[config.mk]
export PLATFORM = sky130hd
export DESIGN_NAME = pcie2_rsl
export DESIGN_NICKNAME = d
export VERILOG_FILES = /design/src/rtl/pcie2_rsl_pkg.sv /design/src/rtl/pcie2_rsl_refmon.sv /design/src/rtl/pcie2_rsl.sv
export SDC_FILE = /design/constraint.sdc
export NUM_CORES = 1
export LEC_CHECK = 0
export BUFFER_PORTS_ARGS = -buffer_cell sky130_fd_sc_hd__buf_4
export CORE_MARGIN = 2
export CORE_UTILIZATION = 50
export DETAILED_ROUTE_END_ITERATION = 12
export GPL_ROUTABILITY_DRIVEN = 0
export PLACE_DENSITY_LB_ADDON = 0.3
export REMOVE_ABC_BUFFERS = 1
export SLEW_MARGIN = 20
export SYNTH_ARGS = -nofsm -noshare
export SYNTH_HDL_FRONTEND = slang
export SYNTH_SLANG_ARGS = --single-unit
[constraint.sdc]
create_clock -name clk -period 2.2 [get_ports clk]
set_clock_uncertainty 0.15 [all_clocks]
set_input_delay 0.22 -clock clk [delete_from_list [all_inputs] [get_ports clk]]
set_output_delay 0.22 -clock clk [all_outputs]
set_load 0.005 [all_outputs]
[src/rtl/pcie2_rsl_pkg.sv]
// pcie2_rsl shared types: sequencer state encoding and default timing constants.
// Optional PLL-lock timeout is enabled with PCIE2_RSL_TIMEOUT_EN.
package pcie2_rsl_pkg;

  typedef enum logic [2:0] {
    REFWAIT = 3'd0,
    PLLRST  = 3'd1,
    PLLWAIT = 3'd2,
    TXUP    = 3'd3,
    RXWAIT  = 3'd4,
    RUN     = 3'd5
  } rsl_state_e;

  localparam int DEF_WINDOW      = 4096;
  localparam int DEF_HB_MIN      = 1536;
  localparam int DEF_HB_MAX      = 1740;
  localparam int DEF_PLL_RST_CYC = 64;
  localparam int DEF_LOCK_CYC    = 1024;
  localparam int DEF_TIMEOUT_CYC = 65536;

  function automatic int max2(input int a, input int b);
    return (a > b) ? a : b;
  endfunction

endpackage

[src/rtl/pcie2_rsl_refmon.sv]
// Refclk presence monitor: counts heartbeat edges per window of clk cycles
// and qualifies refclk_ok with two-good-windows-to-set, one-bad-to-clear.
module pcie2_rsl_refmon
  import pcie2_rsl_pkg::*;
#(
  parameter int WINDOW = DEF_WINDOW,
  parameter int HB_MIN = DEF_HB_MIN,
  parameter int HB_MAX = DEF_HB_MAX
) (
  input  logic clk,
  input  logic rst,
  input  logic refclk_hb,
  output logic refclk_ok
);

  localparam int CW = $clog2(WINDOW + 1);
  localparam logic [CW-1:0] WIN_LAST = CW'(WINDOW - 1);
  localparam logic [CW-1:0] CNT_MAX  = '1;
  localparam logic [CW-1:0] LO       = CW'(HB_MIN);
  localparam logic [CW-1:0] HI       = CW'(HB_MAX);

  logic [2:0]    hb_q, hb_d;
  logic [CW-1:0] win_q, win_d;
  logic [CW-1:0] edge_q, edge_d;
  logic [CW-1:0] tot;
  logic          good_q, good_d;
  logic          ok_q, ok_d;
  logic          hb_edge, wrap, in_rng;

  always_comb begin
    hb_d    = {hb_q[1:0], refclk_hb};
    hb_edge = hb_q[2] ^ hb_q[1];
    wrap    = (win_q == WIN_LAST);
    win_d   = wrap ? '0 : win_q + 1'b1;
    // The edge arriving on the wrap cycle still belongs to this window.
    tot     = (hb_edge && edge_q != CNT_MAX) ? edge_q + 1'b1 : edge_q;
    in_rng  = (tot >= LO) && (tot <= HI);
    edge_d  = wrap ? '0 : tot;
    good_d  = good_q;
    ok_d    = ok_q;
    if (wrap) begin
      good_d = in_rng;
      ok_d   = in_rng && good_q;
    end
  end

  always_ff @(posedge clk) begin
    if (rst) begin
      hb_q   <= '0;
      win_q  <= '0;
      edge_q <= '0;
      good_q <= 1'b0;
      ok_q   <= 1'b0;
    end else begin
      hb_q   <= hb_d;
      win_q  <= win_d;
      edge_q <= edge_d;
      good_q <= good_d;
      ok_q   <= ok_d;
    end
  end

  assign refclk_ok = ok_q;

endmodule

[src/rtl/pcie2_rsl.sv]
// PCIe Gen2 SerDes reset sequencer: refclk check, TX PLL, RX CDR, PCS resets.
// Define PCIE2_RSL_TIMEOUT_EN to retry the PLL reset when lock never arrives.
module pcie2_rsl
  import pcie2_rsl_pkg::*;
#(
  parameter int WINDOW      = DEF_WINDOW,
  parameter int HB_MIN      = DEF_HB_MIN,
  parameter int HB_MAX      = DEF_HB_MAX,
  parameter int PLL_RST_CYC = DEF_PLL_RST_CYC,
  parameter int LOCK_CYC    = DEF_LOCK_CYC,
  parameter int TIMEOUT_CYC = DEF_TIMEOUT_CYC
) (
  input  logic clk,
  input  logic rst,
  input  logic refclk_hb,
  input  logic pll_lol,
  input  logic rx_cdr_lol,
  input  logic rx_los,
  output logic tx_serdes_rst,
  output logic tx_pcs_rst,
  output logic rx_serdes_rst,
  output logic rx_pcs_rst,
  output logic refclk_ok,
  output logic tx_ready,
  output logic rx_ready
);

  localparam int CMAX = max2(PLL_RST_CYC, LOCK_CYC);
  localparam int CW   = $clog2(CMAX + 1);
  localparam logic [CW-1:0] RST_LAST  = CW'(PLL_RST_CYC - 1);
  localparam logic [CW-1:0] LOCK_LAST = CW'(LOCK_CYC - 1);

  if (PLL_RST_CYC < 1 || LOCK_CYC < 1 || TIMEOUT_CYC < 1) begin : g_bad_cfg
    $error("pcie2_rsl: cycle counts must be at least 1");
  end

`ifdef PCIE2_RSL_TIMEOUT_EN
  localparam int TW = $clog2(TIMEOUT_CYC + 1);
  localparam logic [TW-1:0] TO_LAST = TW'(TIMEOUT_CYC - 1);
  logic [TW-1:0] to_q, to_d;
`endif

  logic [1:0]    pll_q, pll_d;
  logic [1:0]    cdr_q, cdr_d;
  logic [1:0]    los_q, los_d;
  logic          pll_bad, rx_bad, ref_ok;
  rsl_state_e    state_q, state_d;
  logic [CW-1:0] cnt_q, cnt_d;
  logic          tx_serdes_rst_q, tx_serdes_rst_d;
  logic          tx_pcs_rst_q, tx_pcs_rst_d;
  logic          rx_serdes_rst_q, rx_serdes_rst_d;
  logic          rx_pcs_rst_q, rx_pcs_rst_d;
  logic          tx_ready_q, tx_ready_d;
  logic          rx_ready_q, rx_ready_d;
  logic          tx_up, rx_up;

  pcie2_rsl_refmon #(
    .WINDOW (WINDOW),
    .HB_MIN (HB_MIN),
    .HB_MAX (HB_MAX)
  ) u_refmon (
    .clk       (clk),
    .rst       (rst),
    .refclk_hb (refclk_hb),
    .refclk_ok (ref_ok)
  );

  always_comb begin
    pll_d   = {pll_q[0], pll_lol};
    cdr_d   = {cdr_q[0], rx_cdr_lol};
    los_d   = {los_q[0], rx_los};
    pll_bad = pll_q[1];
    rx_bad  = cdr_q[1] | los_q[1];
  end

  always_comb begin
    state_d = state_q;
    cnt_d   = cnt_q;
`ifdef PCIE2_RSL_TIMEOUT_EN
    to_d    = '0;
`endif
    unique case (state_q)
      REFWAIT: begin
        cnt_d = '0;
        if (ref_ok) state_d = PLLRST;
      end
      PLLRST: begin
        if (cnt_q == RST_LAST) begin
          state_d = PLLWAIT;
          cnt_d   = '0;
        end else begin
          cnt_d = cnt_q + 1'b1;
        end
      end
      PLLWAIT: begin
        if (pll_bad) begin
          cnt_d = '0;
        end else if (cnt_q == LOCK_LAST) begin
          state_d = TXUP;
          cnt_d   = '0;
        end else begin
          cnt_d = cnt_q + 1'b1;
        end
`ifdef PCIE2_RSL_TIMEOUT_EN
        to_d = to_q + 1'b1;
        if (to_q == TO_LAST && state_d == PLLWAIT) begin
          state_d = PLLRST;
          cnt_d   = '0;
        end
`endif
      end
      TXUP: begin
        state_d = RXWAIT;
        cnt_d   = '0;
      end
      RXWAIT: begin
        if (rx_bad) begin
          cnt_d = '0;
        end else if (cnt_q == LOCK_LAST) begin
          state_d = RUN;
          cnt_d   = '0;
        end else begin
          cnt_d = cnt_q + 1'b1;
        end
      end
      RUN: begin
        if (rx_bad) begin
          state_d = RXWAIT;
          cnt_d   = '0;
        end
      end
      default: begin
        state_d = REFWAIT;
        cnt_d   = '0;
      end
    endcase
    // Faults override whatever the per-state logic decided.
    if (state_q != REFWAIT) begin
      if (!ref_ok) begin
        state_d = REFWAIT;
        cnt_d   = '0;
      end else if (pll_bad && (state_q inside {TXUP, RXWAIT, RUN})) begin
        state_d = PLLRST;
        cnt_d   = '0;
      end
    end
  end

  always_comb begin
    tx_up           = state_q inside {TXUP, RXWAIT, RUN};
    rx_up           = state_q inside {RXWAIT, RUN};
    tx_serdes_rst_d = (state_q == REFWAIT) || (state_q == PLLRST);
    tx_pcs_rst_d    = !tx_up;
    tx_ready_d      = tx_up;
    rx_serdes_rst_d = !rx_up;
    rx_pcs_rst_d    = (state_q != RUN);
    rx_ready_d      = (state_q == RUN);
  end

  always_ff @(posedge clk) begin
    if (rst) begin
      pll_q           <= '0;
      cdr_q           <= '0;
      los_q           <= '0;
      state_q         <= REFWAIT;
      cnt_q           <= '0;
      tx_serdes_rst_q <= 1'b1;
      tx_pcs_rst_q    <= 1'b1;
      rx_serdes_rst_q <= 1'b1;
      rx_pcs_rst_q    <= 1'b1;
      tx_ready_q      <= 1'b0;
      rx_ready_q      <= 1'b0;
    end else begin
      pll_q           <= pll_d;
      cdr_q           <= cdr_d;
      los_q           <= los_d;
      state_q         <= state_d;
      cnt_q           <= cnt_d;
      tx_serdes_rst_q <= tx_serdes_rst_d;
      tx_pcs_rst_q    <= tx_pcs_rst_d;
      rx_serdes_rst_q <= rx_serdes_rst_d;
      rx_pcs_rst_q    <= rx_pcs_rst_d;
      tx_ready_q      <= tx_ready_d;
      rx_ready_q      <= rx_ready_d;
    end
  end

`ifdef PCIE2_RSL_TIMEOUT_EN
  always_ff @(posedge clk) begin
    if (rst) to_q <= '0;
    else     to_q <= to_d;
  end
`endif

  assign tx_serdes_rst = tx_serdes_rst_q;
  assign tx_pcs_rst    = tx_pcs_rst_q;
  assign rx_serdes_rst = rx_serdes_rst_q;
  assign rx_pcs_rst    = rx_pcs_rst_q;
  assign refclk_ok     = ref_ok;
  assign tx_ready      = tx_ready_q;
  assign rx_ready      = rx_ready_q;

endmodule
After elaboration in Yosys (flattened, before gate mapping)
Index checks and enable logic that the tools add are counted.
{"block": "word_totals", "reg_bits": 57, "latch_bits": 0, "mem_bits_rw": 0, "romBits": 0, "input_bits": 6, "output_inout_bits": 7, "word_cells": 66, "memories": 0}
{"block": "classes", "n_addsub": 3, "multipliers": 0, "div": 0, "order_cmp": 2, "eq_ne": 10, "n_shift": 0, "mux": 21, "bitwise_logic": 2, "n_reduce_logical": 12}
{"operator": "11-bit two-way mux", "count": 8}
{"operator": "11-bit one-hot mux with 4 select lines", "count": 1}
{"operator": "3-bit two-way mux", "count": 10}
{"operator": "13-bit by 1-bit adder with 13-bit output, second input constant", "count": 2}
{"operator": "3-bit one-hot mux with 6 select lines", "count": 1}
{"operator": "13-bit by 12-bit == test with 1-bit output, second input constant", "count": 1}
{"operator": "13-bit by 11-bit >= comparator with 1-bit output, second input constant", "count": 1}
{"operator": "13-bit by 11-bit <= comparator with 1-bit output, second input constant", "count": 1}
{"operator": "13-bit two-way mux", "count": 1}
{"operator": "13-bit != test, second input constant", "count": 1}
{"operator": "11-bit by 1-bit adder with 11-bit output, second input constant", "count": 1}
{"operator": "11-bit by 10-bit == test with 1-bit output, second input constant", "count": 1}
{"operator": "11-bit by 6-bit == test with 1-bit output, second input constant", "count": 1}
{"operator": "3-bit by 2-bit == test with 1-bit output, second input constant", "count": 2}
{"operator": "3-bit == test, second input constant", "count": 2}
{"operator": "3-bit nonzero test", "count": 2}
{"operator": "1-bit logical AND", "count": 4}
{"operator": "3-bit by 1-bit == test with 1-bit output, second input constant", "count": 1}
{"operator": "3-bit logical NOT", "count": 1}
{"operator": "3-bit != test, second input constant", "count": 1}
{"operator": "1-bit logical NOT", "count": 2}
{"operator": "2-bit nonzero test", "count": 1}
{"operator": "2-bit OR reduction", "count": 1}
{"operator": "1-bit logical OR", "count": 1}
{"operator": "other kinds (2)", "count": 2}

Depth between registers and ports, before layout
{"block": "logic_depth", "depth_word": 7, "ltp_mapped": 9}

By module
A second synthesis with hierarchy kept.
{"block": "hier_totals", "cells_unflattened": 321, "hier_area_um2": 2697.6}
{"mod": "pcie2_rsl_refmon", "n_inst": 1, "cells_per_inst": 178, "area_per_inst_um2": 1502.7, "seq_area_each_um2": 620.6}
{"mod": "pcie2_rsl", "n_inst": 1, "cells_per_inst": 143, "area_per_inst_um2": 1194.9, "seq_area_each_um2": 520.5}

Least setup slack after synthesis
Ideal clock, no wire load.
{"block": "synth_timing", "path_kind": "register to register", "startpoint": "register cnt_q[0]", "endpoint": "register cnt_q[3]", "t_arrival_ps": 1995, "slack_ps": -36, "path_stages_with_launch": 10, "synth_period_minus_slack_ps": 2236, "cell_sequence": "dfxtp_1 ha_1 and3_1 nand3_1 nor3_1 or3_1 o31ai_4 clkbuf_1 a21oi_1 a311oi_1"}
{"block": "synth_via", "elab_chain_cells": 7}
{"item": "from (decl)", "line_no": "pcie2_rsl.sv:48", "text": "logic [CW-1:0] cnt_q, cnt_d;"}
{"item": "from (signal assigned)", "line_no": "pcie2_rsl.sv:178", "text": "cnt_q <= cnt_d;"}
{"item": "11-bit by 1-bit adder with 11-bit output / 11-bit by 10-bit == test with 1-bit output (equally long branches)"}
{"item": "11-bit two-way mux", "line_no": "pcie2_rsl.sv:98, pcie2_rsl.sv:119"}
{"item": "11-bit two-way mux (on tied branches)", "line_no": "pcie2_rsl.sv:117, pcie2_rsl.sv:96"}
{"item": "11-bit one-hot mux with 4 select lines *", "line_no": "pcie2_rsl.sv:82", "text": "unique case (state_q)"}
{"item": "11-bit two-way mux", "line_no": "pcie2_rsl.sv:142", "text": "end else if (pll_bad && (state_q inside {TXUP, RXWAIT, RUN})) begin"}
{"item": "11-bit two-way mux", "line_no": "pcie2_rsl.sv:139", "text": "if (!ref_ok) begin"}
{"item": "11-bit two-way mux *", "line_no": "pcie2_rsl.sv:138", "text": "if (state_q != REFWAIT) begin"}
Every way passes the cells marked *; elsewhere a longest branch is shown, timed or not.
A chain may end at the register's enable or synchronous reset.

Worst setup path after layout
{"block": "layout_timing", "startpoint": "register u_refmon.edge_q[1]", "endpoint": "register u_refmon.ok_q (netlist: u_refmon.refclk_ok)"}
{"block": "layout_via", "elab_chain_cells": 6}
{"item": "from (decl)", "line_no": "pcie2_rsl_refmon.sv:24", "text": "logic [CW-1:0] edge_q, edge_d;"}
{"item": "from (signal assigned)", "line_no": "pcie2_rsl_refmon.sv:57", "text": "edge_q <= edge_d;"}
{"item": "branches (longest 2 deep; another with 13-bit by 1-bit adder with 13-bit output)"}
{"item": "13-bit two-way mux *", "line_no": "pcie2_rsl_refmon.sv:36", "text": "tot = (hb_edge && edge_q != CNT_MAX) ? edge_q + 1'b1 : edge_q;"}
{"item": "13-bit by 11-bit >= comparator with 1-bit output / 13-bit by 11-bit <= comparator with 1-bit output (equally long branches)", "line_no": "pcie2_rsl_refmon.sv:37", "text": "in_rng = (tot >= LO) && (tot <= HI);"}
{"item": "1-bit logical AND *", "line_no": "pcie2_rsl_refmon.sv:37"}
{"item": "1-bit logical AND *", "line_no": "pcie2_rsl_refmon.sv:43", "text": "ok_d = in_rng && good_q;"}
{"item": "to (signal assigned)", "line_no": "pcie2_rsl_refmon.sv:59", "text": "ok_q <= ok_d;"}
{"item": "to (decl)", "line_no": "pcie2_rsl_refmon.sv:27", "text": "logic ok_q, ok_d;"}
Every way passes the cells marked *.

==> run summary <==
===============================================================================================
Reg-to-reg setup timing slack ....................................................      0.01 ns
Number of flops mapped to enable cells by yosys ..................................            0
Number of library cell types mapped by synthesis .................................           41
Xor and xnor fraction of the mapped netlist area .................................       0.0551
Sequential-to-total area share from yosys stat ...................................        0.449
Routed vias/inst .................................................................         5.49
Hold-critical path depth .........................................................            2
Number of inserted diodes ........................................................            0
Count of pins over their slew limit ..............................................            0
R2R Path End ..................................................................... u_refmon.refclk_ok
Leakage power total ..............................................................      1.28 nW
Maximum number of pins on one net before global-route repair .....................           18
Core ar. .........................................................................    4820 um^2
Dominant register cell in the synthesized netlist ................................ sky130_fd_sc_hd__dfxtp_1
Launching point of the worst reg2reg path ........................................ u_refmon.edge_q[1]
DP HPWL ..........................................................................      3480 um
Result of the run ................................................................ finished clean
Largest family of logic cells by synthesized area ................................ simple AND/OR/NAND/NOR gates
Data arrival time at the worst-slack endpoint ....................................      2.31 ns
Final critical delay including setup and external delays .........................      2.19 ns
Routed Wire Length ...............................................................      5820 um
Number of flip-flops and latches in the synthesized netlist ......................           57
Sum of internal, switching and leakage power .....................................    0.00212 W
Core Rows ........................................................................           25
Vertical die dimension ...........................................................      75.3 um
Max-cap violations ...............................................................            0
Setup repair after global routing missed its margin ..............................          yes
Gate count of the mapped netlist .................................................          298
Endpoint type of the worst setup path ............................................         flop
Worst min-delay path category ....................................................       in2reg
Maximum level of the CTS H-tree ..................................................            3
Placed standard-cell area ........................................................    2890 um^2
Beginning of the worst hold path .................................................          rst
Critical path launch point type ..................................................         flop
Count of final hold-check violations .............................................            0
Path depth of the worst reg2reg path .............................................           10
Max Freq .........................................................................    0.457 GHz
Synth Cell Area ..................................................................    2540 um^2
Worst vdd ir .....................................................................     0.504 mV
Effective utilization at floorplan ...............................................        0.528
Clock input transition at the sequential cells of the worst setup and hold paths .      0.06 ns
Most frequent cells after synthesis .............................................. sky130_fd_sc_hd__dfxtp_1, sky130_fd_sc_hd__nor2_1, sky130_fd_sc_hd__nand2_1
TritonCTS clock tree .............................................................          yes
Tightest slew margin relative to the limit .......................................        0.359
Transition time at the pin with the least slew margin ............................     0.961 ns
Port Buffer Count ................................................................           12
Multiplexer share of the synthesized area ........................................       0.0118
Share of post-route cells with drive strength above 1 ............................        0.259
Worst-Skew Late Latency ..........................................................      0.35 ns
Mean Syn Cell Area ...............................................................    8.53 um^2
Critical path startpoint ......................................................... u_refmon.edge_q[1]
Final design utilization .........................................................        0.704
Crit share post-route ............................................................        0.995
Adder-cell share of the synthesized area .........................................       0.0148
Worst setup path category ........................................................      reg2reg
Fillers ..........................................................................          370
Worst-case clock buffer depth ....................................................            2
FFs w/ async S/R, synth ..........................................................            0
Routed WL per cell ...............................................................      13.9 um
Final Setup Violations ...........................................................            0
Data required time at the worst endpoint .........................................      2.32 ns
Number of remaining DRC errors ...................................................            0
Share of synthesized cell area in and, or, nand and nor gates ....................        0.278
Compound-Gate Fraction of Synth Area .............................................        0.149
Post-synthesis cell type with the largest combined area .......................... sky130_fd_sc_hd__dfxtp_1
Die outline area .................................................................    5670 um^2
Count of boundary I/O pins .......................................................           13
Cts bufs inserted ................................................................            9
Clock tree sinks .................................................................           57
Number of vias after detailed routing ............................................         2295
Area contributors post-synth ..................................................... sky130_fd_sc_hd__dfxtp_1, sky130_fd_sc_hd__nor2_1, sky130_fd_sc_hd__xor2_1, sky130_fd_sc_hd__nor2b_1, sky130_fd_sc_hd__nand2_1
Power Dens Cells .................................................................  625 nW/um^2
Final instance area ..............................................................    3390 um^2
Number of antenna violations at the first check in global routing ................            0
Number of nets still failing antenna checks after routing ........................            0
Syn. warnings ....................................................................            0
Number of detailed-route iterations in the first pass ............................            4
CP max FO ........................................................................            4
Share of the synthesized area in the top cell type ...............................        0.449
Worst hold margin ................................................................    0.0181 ns
Layout overhead on the synthesized area ..........................................        33.3%
Horizontal die dimension .........................................................      75.3 um
Most numerous cell in the Yosys netlist .......................................... sky130_fd_sc_hd__dfxtp_1
Hold Crit Endpoint ............................................................... u_refmon.hb_q[1]
Root Buffer ...................................................................... sky130_fd_sc_hd__clkbuf_8
Post-layout nets .................................................................          355
Initial detailed-routing violation count .........................................           80
Global-route wire length before repair ...........................................      8740 um
Gr usage total ...................................................................        0.202
Remaining global-route overflow ..................................................            0
Via count of the first global-routing pass .......................................         1999
===============================================================================================
## flip-flops by register name (all words and copies together), names as in the netlist
name	flops
u_refmon.win_q	13
pll_q	2
state_q	3
rx_ready	1
tx_pcs_rst	1
los_q	2
tx_serdes_rst	1
cdr_q	2
rx_serdes_rst	1
u_refmon.refclk_ok	1
u_refmon.good_q	1
cnt_q	11
rx_pcs_rst	1
tx_ready	1
u_refmon.hb_q	3
u_refmon.edge_q	13
## cell usage in the layout, fill, tap and decap left out, drive strengths merged, types with 13 or more instances in the layout
cell type | synthesis | routed
inv | 14 | 14
dfxtp | 57 | 57
clkbuf | 11 | 13
nor2 | 39 | 39
a21oi | 13 | 13
nor2b | 14 | 14
buf | 3 | 45
nand2 | 23 | 23
nand3 | 14 | 14
## metrics by stage
stage	setup TNS [ns]	cells	worst slack (ns)
2_1_floorplan	-0.0645	284	-0.0430
3_3_place_gp	-0.266	393	-0.0808
3_5_place_dp	-1.01	393	-0.164
4_1_cts	-0.0193	414	-0.0193
5_1_grt	-0.162	418	-0.0739
6_report	0	418	0.0121
## layout make-up
class	count	area [um^2]	share of cell area
clock buffer	11	141	0.0417
clock inverter	5	55.1	0.0162
inverter	14	52.6	0.0155
multi-input combinational	213	1460	0.432
sequential	57	1150	0.339
tap	67	83.8	0.0247
timing repair buffer	51	444	0.131
## worst max path at each step
stage / to / slack [ns] / cells after the start
after floorplan: u_refmon.refclk_ok / -0.04 / 7
after global placement: cnt_q[9] / -0.08 / 8
after detailed placement: cnt_q[9] / -0.16 / 8
after CTS: cnt_q[9] / -0.02 / 9
after global routing: u_refmon.refclk_ok / -0.07 / 10
final: u_refmon.refclk_ok / 0.01 / 10
## where the power goes
| part | total [W] | leakage, nW | internal, W | switching [W] |
|---|---|---|---|---|
| clock | 0.000975 | 0.0953 | 0.000549 | 0.000426 |
| sequential | 0.00106 | 0.464 | 0.00105 | 0.00000964 |
| combinational | 0.0000863 | 0.716 | 0.0000449 | 0.0000414 |
| total | 0.00212 | 1.28 | 0.00164 | 0.000477 |
## critical path, stage by stage (launching register included)
cell and delay (ns):
sky130_fd_sc_hd__dfxtp_2 0.36, sky130_fd_sc_hd__ha_4 0.17, sky130_fd_sc_hd__nand2_4 0.07, sky130_fd_sc_hd__nor4_4 0.27, sky130_fd_sc_hd__buf_4 0.17, sky130_fd_sc_hd__nand4_1 0.09, sky130_fd_sc_hd__xor2_1 0.17, sky130_fd_sc_hd__nor4_1 0.28
sky130_fd_sc_hd__buf_4 0.18, sky130_fd_sc_hd__o31ai_4 0.06, sky130_fd_sc_hd__o22ai_1 0.14
## cells by family (layout without fill, tap and decap cells)
| logic type | Yosys count | after routing |
|---|---|---|
| adders and majority gates | 3 | 3 |
| xor gates and xnor gates | 16 | 16 |
| and+or+nand+nor | 138 | 138 |
| DFF | 57 | 57 |
| AOI/OAI and AO/OA | 53 | 53 |
| muxes | 3 | 3 |
| buffers and inverters | 28 | 81 |
## timing repair
action / CTS / global route
setup buffers: 1 / 2
cloned: 0 / 2
resized for setup: 9 / 27
pin swaps: 7 / 10
setup endpoints to repair: 12 / 12
hold buffers: 4 / 0
hold endpoints to repair: 4 / 0
## layer usage
layer | wire length, um | global-route usage
met1 | 2590 | 0.251
met2 | 2840 | 0.329
met3 | 305 | 0.0648
met4 | 89 | 0.0760
met5 | 0 | 0
No activity file was read; power rests on OpenSTA's default activity.
